===== config.mk =====
export PLATFORM = sky130hd
export DESIGN_NAME = instr_fetch_unit
export DESIGN_NICKNAME = d
export VERILOG_FILES = /design/src/rtl/instr_fetch_unit_pkg.sv /design/src/rtl/instr_fetch_unit_pc_reg.sv /design/src/rtl/instr_fetch_unit.sv
export SDC_FILE = /design/constraint.sdc
export NUM_CORES = 1
export LEC_CHECK = 0
export CELL_PAD_IN_SITES_DETAIL_PLACEMENT = 0
export CELL_PAD_IN_SITES_GLOBAL_PLACEMENT = 1
export CORE_ASPECT_RATIO = 0.7
export CORE_MARGIN = 2
export CORE_UTILIZATION = 36
export DETAILED_ROUTE_END_ITERATION = 8
export GPL_TIMING_DRIVEN = 0
export PLACE_DENSITY = 0.95
export SYNTH_ARGS = -nofsm -noshare
export SYNTH_HDL_FRONTEND = slang
export SYNTH_SLANG_ARGS = --single-unit

===== constraint.sdc =====
create_clock -name clk -period 4.13 [get_ports clk]
set_input_delay 0.826 -clock clk [delete_from_list [all_inputs] [get_ports clk]]
set_output_delay 0.826 -clock clk [all_outputs]
set_load 0.05 [all_outputs]

===== src/rtl/instr_fetch_unit_pkg.sv =====
// Shared definitions for the instruction-fetch stage: state encoding,
// default boot address, PC step and instruction word width.
package instr_fetch_unit_pkg;

   localparam int          WORD_WIDTH       = 32;
   localparam logic [31:0] DEFAULT_RESET_PC = 32'h0040_0000;
   localparam logic [31:0] PC_INC           = 32'd4;

   typedef enum logic [1:0] {
      S_BOOT = 2'd0,
      S_RUN  = 2'd1,
      S_HOLD = 2'd2
   } fetch_state_t;

endpackage


===== src/rtl/instr_fetch_unit_pc_reg.sv =====
// Program counter register for the fetch stage. Loads the boot address on
// reset, a redirect target on branch/jump, or steps by one word on advance.
// With FETCH_CHECK_EN defined, redirect targets are word-aligned and a
// misaligned target is flagged to the parent.
module instr_fetch_unit_pc_reg
   import instr_fetch_unit_pkg::*;
#(
   parameter int                    DATA_WIDTH = WORD_WIDTH,
   parameter logic [DATA_WIDTH-1:0] RESET_PC   = DEFAULT_RESET_PC[DATA_WIDTH-1:0]
) (
   input  logic                  clk,
   input  logic                  rst_n,
   input  logic                  redirect,
   input  logic [DATA_WIDTH-1:0] redirect_pc,
   input  logic                  advance,
`ifdef FETCH_CHECK_EN
   output logic                  misaligned,
`endif
   output logic [DATA_WIDTH-1:0] pc
);

   logic [DATA_WIDTH-1:0] target;

   // Select the value a redirect loads; alignment is forced only when checks are on
   always_comb begin
      target = redirect_pc;
`ifdef FETCH_CHECK_EN
      target     = {redirect_pc[DATA_WIDTH-1:2], 2'b00};
      misaligned = |redirect_pc[1:0];
`endif
   end

   // PC update: reset beats redirect, redirect beats sequential advance
   always_ff @(posedge clk) begin
      if (!rst_n)
         pc <= RESET_PC;
      else if (redirect)
         pc <= target;
      else if (advance)
         pc <= pc + DATA_WIDTH'(PC_INC);
   end

endmodule


===== src/rtl/instr_fetch_unit.sv =====
// Instruction-fetch stage: drives the ROM address from the PC, captures the
// returned word into the IF/ID register and handshakes with decode.
// Optional FETCH_CHECK_EN adds a sticky fetch-address error flag.
module instr_fetch_unit
   import instr_fetch_unit_pkg::*;
#(
   parameter int                    DATA_WIDTH   = WORD_WIDTH,
   parameter int                    MEMORY_DEPTH = 64,
   parameter logic [DATA_WIDTH-1:0] RESET_PC     = DEFAULT_RESET_PC[DATA_WIDTH-1:0]
) (
   input  logic                  clk,
   input  logic                  rst_n,
   output logic [DATA_WIDTH-1:0] Address_o,
   input  logic [DATA_WIDTH-1:0] Instruction_i,
   input  logic                  redirect_i,
   input  logic [DATA_WIDTH-1:0] redirect_pc_i,
   input  logic                  ready_i,
   output logic                  valid_o,
   output logic [DATA_WIDTH-1:0] Instruction_o,
   output logic [DATA_WIDTH-1:0] pc_o,
   output logic [DATA_WIDTH-1:0] pc_plus4_o,
   output logic [31:0]           fetch_count_o,
   output logic                  err_o
);

   fetch_state_t          state;
   fetch_state_t          state_next;
   logic                  capture;
   logic                  handshake;
   logic [DATA_WIDTH-1:0] pc;
`ifdef FETCH_CHECK_EN
   logic                  misaligned;
`endif

   instr_fetch_unit_pc_reg #(
      .DATA_WIDTH (DATA_WIDTH),
      .RESET_PC   (RESET_PC)
   ) u_pc_reg (
      .clk         (clk),
      .rst_n       (rst_n),
      .redirect    (redirect_i),
      .redirect_pc (redirect_pc_i),
      .advance     (capture),
`ifdef FETCH_CHECK_EN
      .misaligned  (misaligned),
`endif
      .pc          (pc)
   );

   assign Address_o = pc;
   assign valid_o   = (state != S_BOOT);
   assign handshake = valid_o & ready_i;

   // State register for the boot/run/hold handshake machine
   always_ff @(posedge clk) begin
      if (!rst_n)
         state <= S_BOOT;
      else
         state <= state_next;
   end

   // Next state and capture decision; a redirect discards any capture and reboots
   always_comb begin
      state_next = state;
      capture    = 1'b0;
      case (state)
         S_BOOT: begin
            capture    = 1'b1;
            state_next = S_RUN;
         end
         S_RUN: begin
            if (ready_i)
               capture = 1'b1;
            else
               state_next = S_HOLD;
         end
         S_HOLD: begin
            if (ready_i) begin
               capture    = 1'b1;
               state_next = S_RUN;
            end
         end
         default: state_next = S_BOOT;
      endcase
      if (redirect_i) begin
         capture    = 1'b0;
         state_next = S_BOOT;
      end
   end

   // IF/ID output register, loaded with the ROM word and its address on capture
   always_ff @(posedge clk) begin
      if (!rst_n) begin
         Instruction_o <= '0;
         pc_o          <= '0;
         pc_plus4_o    <= '0;
      end else if (capture) begin
         Instruction_o <= Instruction_i;
         pc_o          <= pc;
         pc_plus4_o    <= pc + DATA_WIDTH'(PC_INC);
      end
   end

   // Count every accepted word, including one accepted in a redirect cycle
   always_ff @(posedge clk) begin
      if (!rst_n)
         fetch_count_o <= '0;
      else if (handshake)
         fetch_count_o <= fetch_count_o + 32'd1;
   end

`ifdef FETCH_CHECK_EN
   localparam logic [DATA_WIDTH-1:0] PC_LIMIT = RESET_PC + DATA_WIDTH'(4 * MEMORY_DEPTH);

   logic out_of_range;
   logic err_set;

   assign out_of_range = (pc < RESET_PC) || (pc >= PC_LIMIT);
   assign err_set      = (redirect_i & misaligned) | (capture & out_of_range);

   // Sticky error flag; fetching carries on regardless
   always_ff @(posedge clk) begin
      if (!rst_n)
         err_o <= 1'b0;
      else if (err_set)
         err_o <= 1'b1;
   end
`else
   assign err_o = 1'b0;
`endif

endmodule


Yosys cells after proc, flatten, opt, wreduce, memory -nomap -nowiden
Index checks and enable logic that the tools add are counted.
{ "totals": {"regBits": 162, "in_bits": 68} }
{ "op_classes": {"reduce_logical": 6, "mux": 8, "n_bitwise": 2, "eq_ne": 4, "addsub": 2} }
{ "op_table": {"columns": ["op", "count"], "rows": [
  ["two-way mux 32 bit", 2],
  ["adder 32 x 1 -> 32 bit, second input constant", 1],
  ["adder 32 x 3 -> 32 bit, second input constant", 1],
  ["one-hot mux 2 bit (3 select lines)", 1],
  ["two-way mux 2 bit", 2],
  ["!= test 2 bit, second input constant", 2],
  ["nonzero test 2 bit", 2],
  ["OR reduction 2 bit", 2],
  ["equality test 2 x 1 -> 1 bit, second input constant", 1],
  ["equality test 2 bit, second input constant", 1],
  ["zero test 2 bit", 1],
  ["two-way mux 1 bit", 2],
  ["one-hot mux 1 bit (2 select lines)", 1],
  ["AND reduction 2 bit", 1],
  ["bitwise AND 1 bit", 1],
  ["NOT 1 bit", 1]
]} }

Logic depth before layout (Yosys ltp)
Gate-level depths: netlist (run 1).
{ "depth": {"ltp_word": 6, "depth_mapped": 8, "depth_no_buf": 6} }

By module
A second synthesis (run 1) with hierarchy kept.
{ "hier_totals": {"hier_cells": 863, "hier_area_um2": 7073.0} }
{ "by_module_without_submodules": {"columns": ["mod", "area_per_inst_um2", "cells_each", "seq_area_each_um2", "n_inst"], "rows": [
  ["instr_fetch_unit", 5275.1, 640, 2562.5, 1],
  ["instr_fetch_unit_pc_reg", 1798.0, 223, 640.6, 1]
]} }

Least setup slack after synthesis (run 1)
OpenSTA, ideal clock, no wires.
{ "synth_path": {"kind": "input-to-reg", "startpoint": "in ready_i", "endpoint": "reg fetch_count_o[20]", "t_arrival_ps": 2350, "setup_time_ps": 70, "n_path_buf": 2, "stages": 6, "slack_ps": 1710, "t_required_ps": 4060, "cell_sequence": "buf_4 nand3b_1 or4_4 buf_6 or4_1 a21oi_1"} }
{ "synth_between": {"elab_chain_len": 1} }
{ "synth_lines": {"columns": ["item", "line_no", "text"], "rows": [
  ["from (decl)", "instr_fetch_unit.sv:17", "input logic ready_i,"],
  ["bitwise AND 1 bit", "instr_fetch_unit.sv:52", "assign handshake = valid_o & ready_i;"],
  ["to (signal assigned)", "instr_fetch_unit.sv:109", "fetch_count_o <= fetch_count_o + 32'd1;"],
  ["to (decl)", "instr_fetch_unit.sv:22", "output logic [31:0] fetch_count_o,"]
]} }
No other way between the ends.
A chain may end at the register's enable or synchronous reset.

Worst setup path in the final report (run 1)
{ "layout_path": {"startpoint": "in redirect_i", "endpoint": "reg pc_o[25]"} }
{ "layout_between": {"elab_chain_len": 1} }
{ "layout_lines": {"columns": ["item", "line_no", "text"], "rows": [
  ["from (decl)", "instr_fetch_unit.sv:15", "input logic redirect_i,"],
  ["two-way mux 1 bit", "instr_fetch_unit.sv:85", "if (redirect_i) begin"],
  ["to (signal assigned)", "instr_fetch_unit.sv:99", "pc_o <= pc;"],
  ["to (decl)", "instr_fetch_unit.sv:20", "output logic [DATA_WIDTH-1:0] pc_o,"]
]} }
No other way between the ends.

==> results of run 1 <==
-- worst max-delay path: stages --
cell and delay [ns]:
clkdlybuf4s50_1 0.53, clkbuf_1 0.42, inv_1 0.17, nand3_1 0.32, clkbuf_1 0.43, buf_1 0.41
nand2_1 0.13, a21oi_1 0.15
-- final timing paths --
check	startpoint	slack, ns	end	depth (start not counted)
worst max-delay path	redirect_i	1.09	pc_o[25]	8
worst min-delay path	Instruction_o[16]	0.45	Instruction_o[16]	2
worst max register to register	state[0]	1.23	pc_plus4_o[30]	7
worst min register to register	Instruction_o[16]	0.45	Instruction_o[16]	2
-- through the flow --
step	total power [mW]	util, %	instance area, um^2	std cells
finish	4.20	52.8	10400	1418
floorplan	2.22	-	7160	890
CTS	4.22	52.8	10400	1418
detailed placement	2.56	49.7	9760	1386
global placement	2.55	49.7	9760	1386
global route	4.34	52.8	10400	1418
-- kinds of logic (layout without fill, tap and decap cells) --
kind of cell,count (synthesis),after routing,share of synthesized area [%]
AO/OA/AOI/OAI,249,249,20.1
XOR/XNOR,29,29,3.55
adder cells (fa/ha/maj),6,6,1.05
buffers and inverters,98,356,5.68
flip-flops,160,160,44.7
multiplexers,4,4,0.559
other,1,1,0.0524
AND/OR/NAND/NOR,343,343,24.3
-- final cells by class --
| cell class | count | area share [%] |
|---|---|---|
| plain buffers | 81 | 3.30 |
| clock buffers | 18 | 4.23 |
| clock inverters | 14 | 1.70 |
| inverters | 17 | 0.615 |
| multi-input cells | 632 | 34.2 |
| flip-flops and latches | 160 | 30.9 |
| well taps | 270 | 3.26 |
| repair buffers | 226 | 21.8 |
-- per-layer routing --
metal / wire length (um) / part of all wire (%)
met1: 11700 / 45
met2: 10800 / 41
met3: 3070 / 12
met4: 492 / 1.9
met5: 0 / 0
-- cells in the mapped netlist (3+ instances only) --
library cell    n
a211oi_1       10
a21oi_1       102
a311oi_1        3
a31oi_1        29
and2_1          4
and3_1          3
and4_1          7
buf_1           4
buf_2          10
buf_4           5
clkbuf_1       61
dfxtp_1       160
ha_1            6
inv_1          17
mux2i_1         4
nand2_1       157
nand2b_1        3
nand3_1        22
nand4_1        23
nor2_1         28
nor3_1         16
nor4_1          6
o21ai_0        61
o31ai_1        36
or2_2           4
or3_1          18
or4_1          38
xnor2_1        17
xor2_1         12
-- power groups by stage --
stage	clock network, mW	registers, mW	logic [mW]
after global routing	1.76	1.70	0.884
after detailed placement	0	1.73	0.833
after CTS	1.69	1.69	0.838
after global placement	0	1.72	0.829
final	1.67	1.70	0.843
after floorplan	0	1.99	0.228
-- registers in the layout, summed over array words and instances (netlist names) --
name	cells
Instruction_o	32
state	2
u_pc_reg.pc	32
pc_o	32
pc_plus4_o	30
fetch_count_o	32
-- cells in the final DEF (no fill, tap or decap), types with 6 or more instances in the layout --
cell type	netlist	routed
a21oi_1	102	102
nor4_1	6	6
inv_1	17	17
nor2_1	28	28
a31oi_1	29	29
buf_2	10	10
a211oi_1	10	10
clkbuf_16	0	17
clkdlybuf4s50_1	0	226
o31ai_1	36	36
nand2_1	157	157
xor2_1	12	12
or4_1	38	38
nand4_1	23	23
or3_1	18	18
dfxtp_1	160	160
and4_1	7	7
clkbuf_1	61	61
nor3_1	16	16
nand3_1	22	22
ha_1	6	6
o21ai_0	61	61
xnor2_1	17	17
==> reports/metrics.yaml, run 1 <==
cts_tree: "yes"
cap_violations: 0
dp_hpwl_um: 18700
area_delta_synth_final_pct: 44.9
tightest_slew_ns: 0.883
antenna_found_initial: 0
cts.path.max_buffers: 2
seq_power_share_pct: 40.3
syn_avg_cell_area_um2: 8.05
gp_congestion: 0.885
io_pins: 230
multi_input_area_um2: 3550
drc: 0
fill_cells: 1827
core_area_um2: 19600
crit_type: "in -> reg"
hold_buffers: 0
period_share_pct: 73.7
worstSkewPairLatency_ns: 0.43
initial_core_util_pct: 36.5
avgViaCountPerCell: 5.52
yosys.cell_types.count: 49
combPwrFrac_pct: 20.1
synthArstFlopShare_pct: 0
overflow: 0
slew_viol_final: 0
clock.fmax_ghz: 0.329
tns_ns: 0
wl_um: 26100
nNetsFinal: 1209
p_leak_nw: 3.41
ys.warnings.count: 0
ys_ff_latch: 160
drt_iter0_drc: 876
grt_util_met2_pct: 34.4
grt_start_max_net_pins: 17
met3_usage_pct: 8.18
syn_inst: 890
final-hold-violation-count: 0
die_area_um2: 21100
grt_pass1_vias: 6969
irDropWorstVdd_mv: 0.258
critPathCaptureType: "flip-flop"
clkPwrFrac_pct: 39.6
syn_nets: 964
clock-sinks: 160
drtPass1Iterations: 7
syn_area_um2: 7160
internal_power_mw: 2.88
path_clk_slew_ns: 0.07
use_met1_pct: 33.2
grt.busiest_layer: "met2"
required_ns: 4.48
cts_buffers: 17
final_antenna_net_count: 0
hold_slack_ns: 0.454
portBuffers: 226
pre_cts_slack_ns: 0.692
setup_viol: 0
root_buffer: "clkbuf_16"
synthFlopType: "dfxtp_1"
yosysSeqAreaShare_pct: 44.7
fin_crit_ns: 3.04
post_cts_buffers: 0
route.vias.total: 7831
slew_headroom_pct: 40.7
startpoint_type: "primary input"
synth_top_area_share_pct: 44.7
die_h_um: 122
synth.area.top_cells: "dfxtp_1 (45%), nand2_1 (8.2%), a21oi_1 (7.1%)"
seq_area_um2: 3200
n_antenna_cell: 0
path_max_fanout: 10
drive_gt1_share_pct: 5.14
grt_pass1_wl_um: 39000
power_switching_mw: 1.32
swShare_pct: 31.5
setup_slack_ns: 1.09
synth_top_cell_by_area: "dfxtp_1"
p_per_area_nw_per_um2: 405
wire_per_inst_um: 18.4
htree_levels: 4
rsz0062_at_grt: "no"
cts_resized: 0
finClkSkew_ns: 0.0154
dieWidth_um: 173
synth_edf_count: 0
worstPathArrival_ns: 3.39
rows: 43
outcome: "finished, final reports clean"
hold_path.class: "reg -> reg"
grtUsageTotal_pct: 23.7
No activity file was read; power rests on OpenSTA's default activity.
==> inputs of run 2 (changes only) <==
- CORE_UTILIZATION: 36 -> 33
- PLACE_DENSITY: 0.95 -> 0.91
- clock period: 4.13 -> 2.95 ns (I/O delays scaled with it)
==> run 2 against run 1 <==
Count of clock-buffer cells in the layout shrank 1. Wire length is 0.38% higher. Global-route usage decreased by 1.5 points. Critical path type is now reg -> reg. Largest power group unchanged. Highest routed layer is now met5.
==> reports/metrics.yaml, run 2 (synthesized netlist as in run 1, its figures left out) <==
slowest_delay_ns: 0.55  # +0.02 ns
setup_viol: 0  # unchanged
gp_congestion: 0.868  # -1.9%
fin_crit_ns: 2.69
p_per_area_nw_per_um2: 562  # +39%
worstSkewPairLatency_ns: 0.44  # about the same
critPathCaptureType: "flip-flop"
drive_gt1_share_pct: 5.66  # +0.52 points
cts_tree: "yes"
hold_buffers: 0  # unchanged
required_ns: 3.26  # -1.22 ns
cts.path.max_buffers: 2  # unchanged
hold_path.class: "reg -> reg"
drt_iter0_drc: 690  # -21%
root_buffer: "clkbuf_16"
cts_resized: 0  # unchanged
antenna_found_initial: 1  # +1
final-hold-violation-count: 0  # unchanged
drtPass1Iterations: 6  # -1
grtUsageTotal_pct: 22.2  # -1.5 points
p_total_mw: 5.84  # +39%
rsz0062_at_grt: "no"
grt_pass1_wl_um: 39900  # +2.3%
tightest_slew_ns: 0.817  # -0.0660 ns
initial_core_util_pct: 33.3  # -3.2 points
dieWidth_um: 180  # +4.3%
clock.fmax_ghz: 0.372
irDropWorstVdd_mv: 0.356  # +38%
grt_start_max_net_pins: 17  # unchanged
drc: 0  # unchanged
slew_viol_final: 0  # unchanged
crit_type: "reg -> reg"
wl_um: 26200  # +0.38%
outcome: "finished, final reports clean"
clock-sinks: 160  # unchanged
dp_hpwl_um: 19100  # +2.1%
path_clk_slew_ns: 0.07  # about the same
slew_headroom_pct: 45.1  # +4.4 points
worst_path_max_delay_cell: "dfxtp_1"
htree_levels: 4  # unchanged
route.vias.total: 7720  # -1.4%
final_common_cell: "clkdlybuf4s50_1"
die_h_um: 127  # +4.3%
path_max_fanout: 10  # unchanged
io_pins: 230  # unchanged
cts_buffers: 17  # unchanged
avgViaCountPerCell: 5.40  # -2.2%
crit_chain: "ha_1 -> and4_1 -> nand4_1 -> clkbuf_1 -> or3_1 -> o311a_1"
finClkSkew_ns: 0.0130  # -0.00234 ns
wire_per_inst_um: 18.3  # -0.47%
worstPathArrival_ns: 3.00  # -0.39 ns
area_delta_synth_final_pct: 45.0  # about the same
final_antenna_net_count: 0  # unchanged
rows: 45  # +4.7%
overflow: 0  # unchanged
layout_common_cells: "clkdlybuf4s50_1 (226), dfxtp_1 (160), nand2_1 (157)"
r2r_slack_ns: 0.26  # -0.97 ns
post_cts_buffers: 0  # unchanged
cap_violations: 0  # unchanged
grt_pass1_vias: 7112  # +2.1%
nNetsFinal: 1209  # unchanged
portBuffers: 226  # unchanged
p_leak_nw: 3.43  # +0.63%
die_area_um2: 22900  # +8.8%
hold_slack_ns: 0.454  # -0.0000730 ns
core_area_um2: 21500  # +9.5%
n_antenna_cell: 0  # unchanged
period_share_pct: 91.2
startpoint_type: "flip-flop"
## run 2: changes by cell type in the layout (fill, tap and decap cells not counted), sizes merged
| cell | before | now |
|---|---|---|
| bufinv | 3 | 2 |
| clkinvlp | 5 | 2 |
| clkinv | 1 | 3 |
| inv | 22 | 25 |
| clkbuf | 79 | 78 |
## run 2: where the power goes
part           internal, mW  leakage [nW]  switching (mW)
Combinational         0.393          1.83           0.787
Sequential             2.28          1.31          0.0969
Clock                  1.28         0.289            1.01
## run 2: final timing paths
check / start / to / depth (start not counted)
worst max register to register: u_pc_reg.pc[2] / u_pc_reg.pc[22] / 6
worst max-delay path: u_pc_reg.pc[2] / u_pc_reg.pc[22] / 6
worst min-delay path: pc_o[29] / pc_o[29] / 2
worst min register to register: pc_o[29] / pc_o[29] / 2
## run 2: routing by layer
metal,track usage (%),share of wire (%)
met2,31.8,42
met3,6.44,9.8
met4,7.21,1.9
met1,32.1,47
met5,0,0.061
## run 2: layout make-up
| class | instances | area [um^2] |
|---|---|---|
| fill | 2150 | 11100 |
| multi-input combinational | 632 | 3550 |
| sequential | 160 | 3200 |
| timing repair buffer | 226 | 2260 |
| clock buffer | 17 | 425 |
| tap | 282 | 353 |
| buffer | 81 | 350 |
| clock inverter | 15 | 173 |
| inverter | 17 | 63.8 |
## run 2: stage by stage
| step | setup TNS [ns] | util (%) | instances | area [um^2] | setup slack (ns) |
|---|---|---|---|---|---|
| 2_1_floorplan | 0 | - | 890 | 7160 | 0.561 |
| 3_3_place_gp | -2.64 | 45.5 | 1398 | 9780 | -0.268 |
| 3_5_place_dp | -2.92 | 45.5 | 1398 | 9780 | -0.346 |
| 4_1_cts | 0 | 48.2 | 1430 | 10400 | 0.0929 |
| 5_1_grt | 0 | 48.3 | 1430 | 10400 | 0.0269 |
| 6_report | 0 | 48.3 | 1430 | 10400 | 0.259 |
## run 2: critical path: cells and delay by family, from the launching register on
family                     cells  cell delay, ns
AOI/OAI and AO/OA              1            0.15
adders and majority gates      1            0.32
buffers and inverters          1            0.37
DFF                            1            0.55
and+or+nand+nor                3            1.19
==> inputs of run 3 (changes only) <==
- CTS_CLUSTER_DIAMETER: unset -> 50
- SKIP_LAST_GASP: unset -> 1
==> results of run 3 <==
Same layout as run 2: the final DEF is identical, and so are final timing and power.
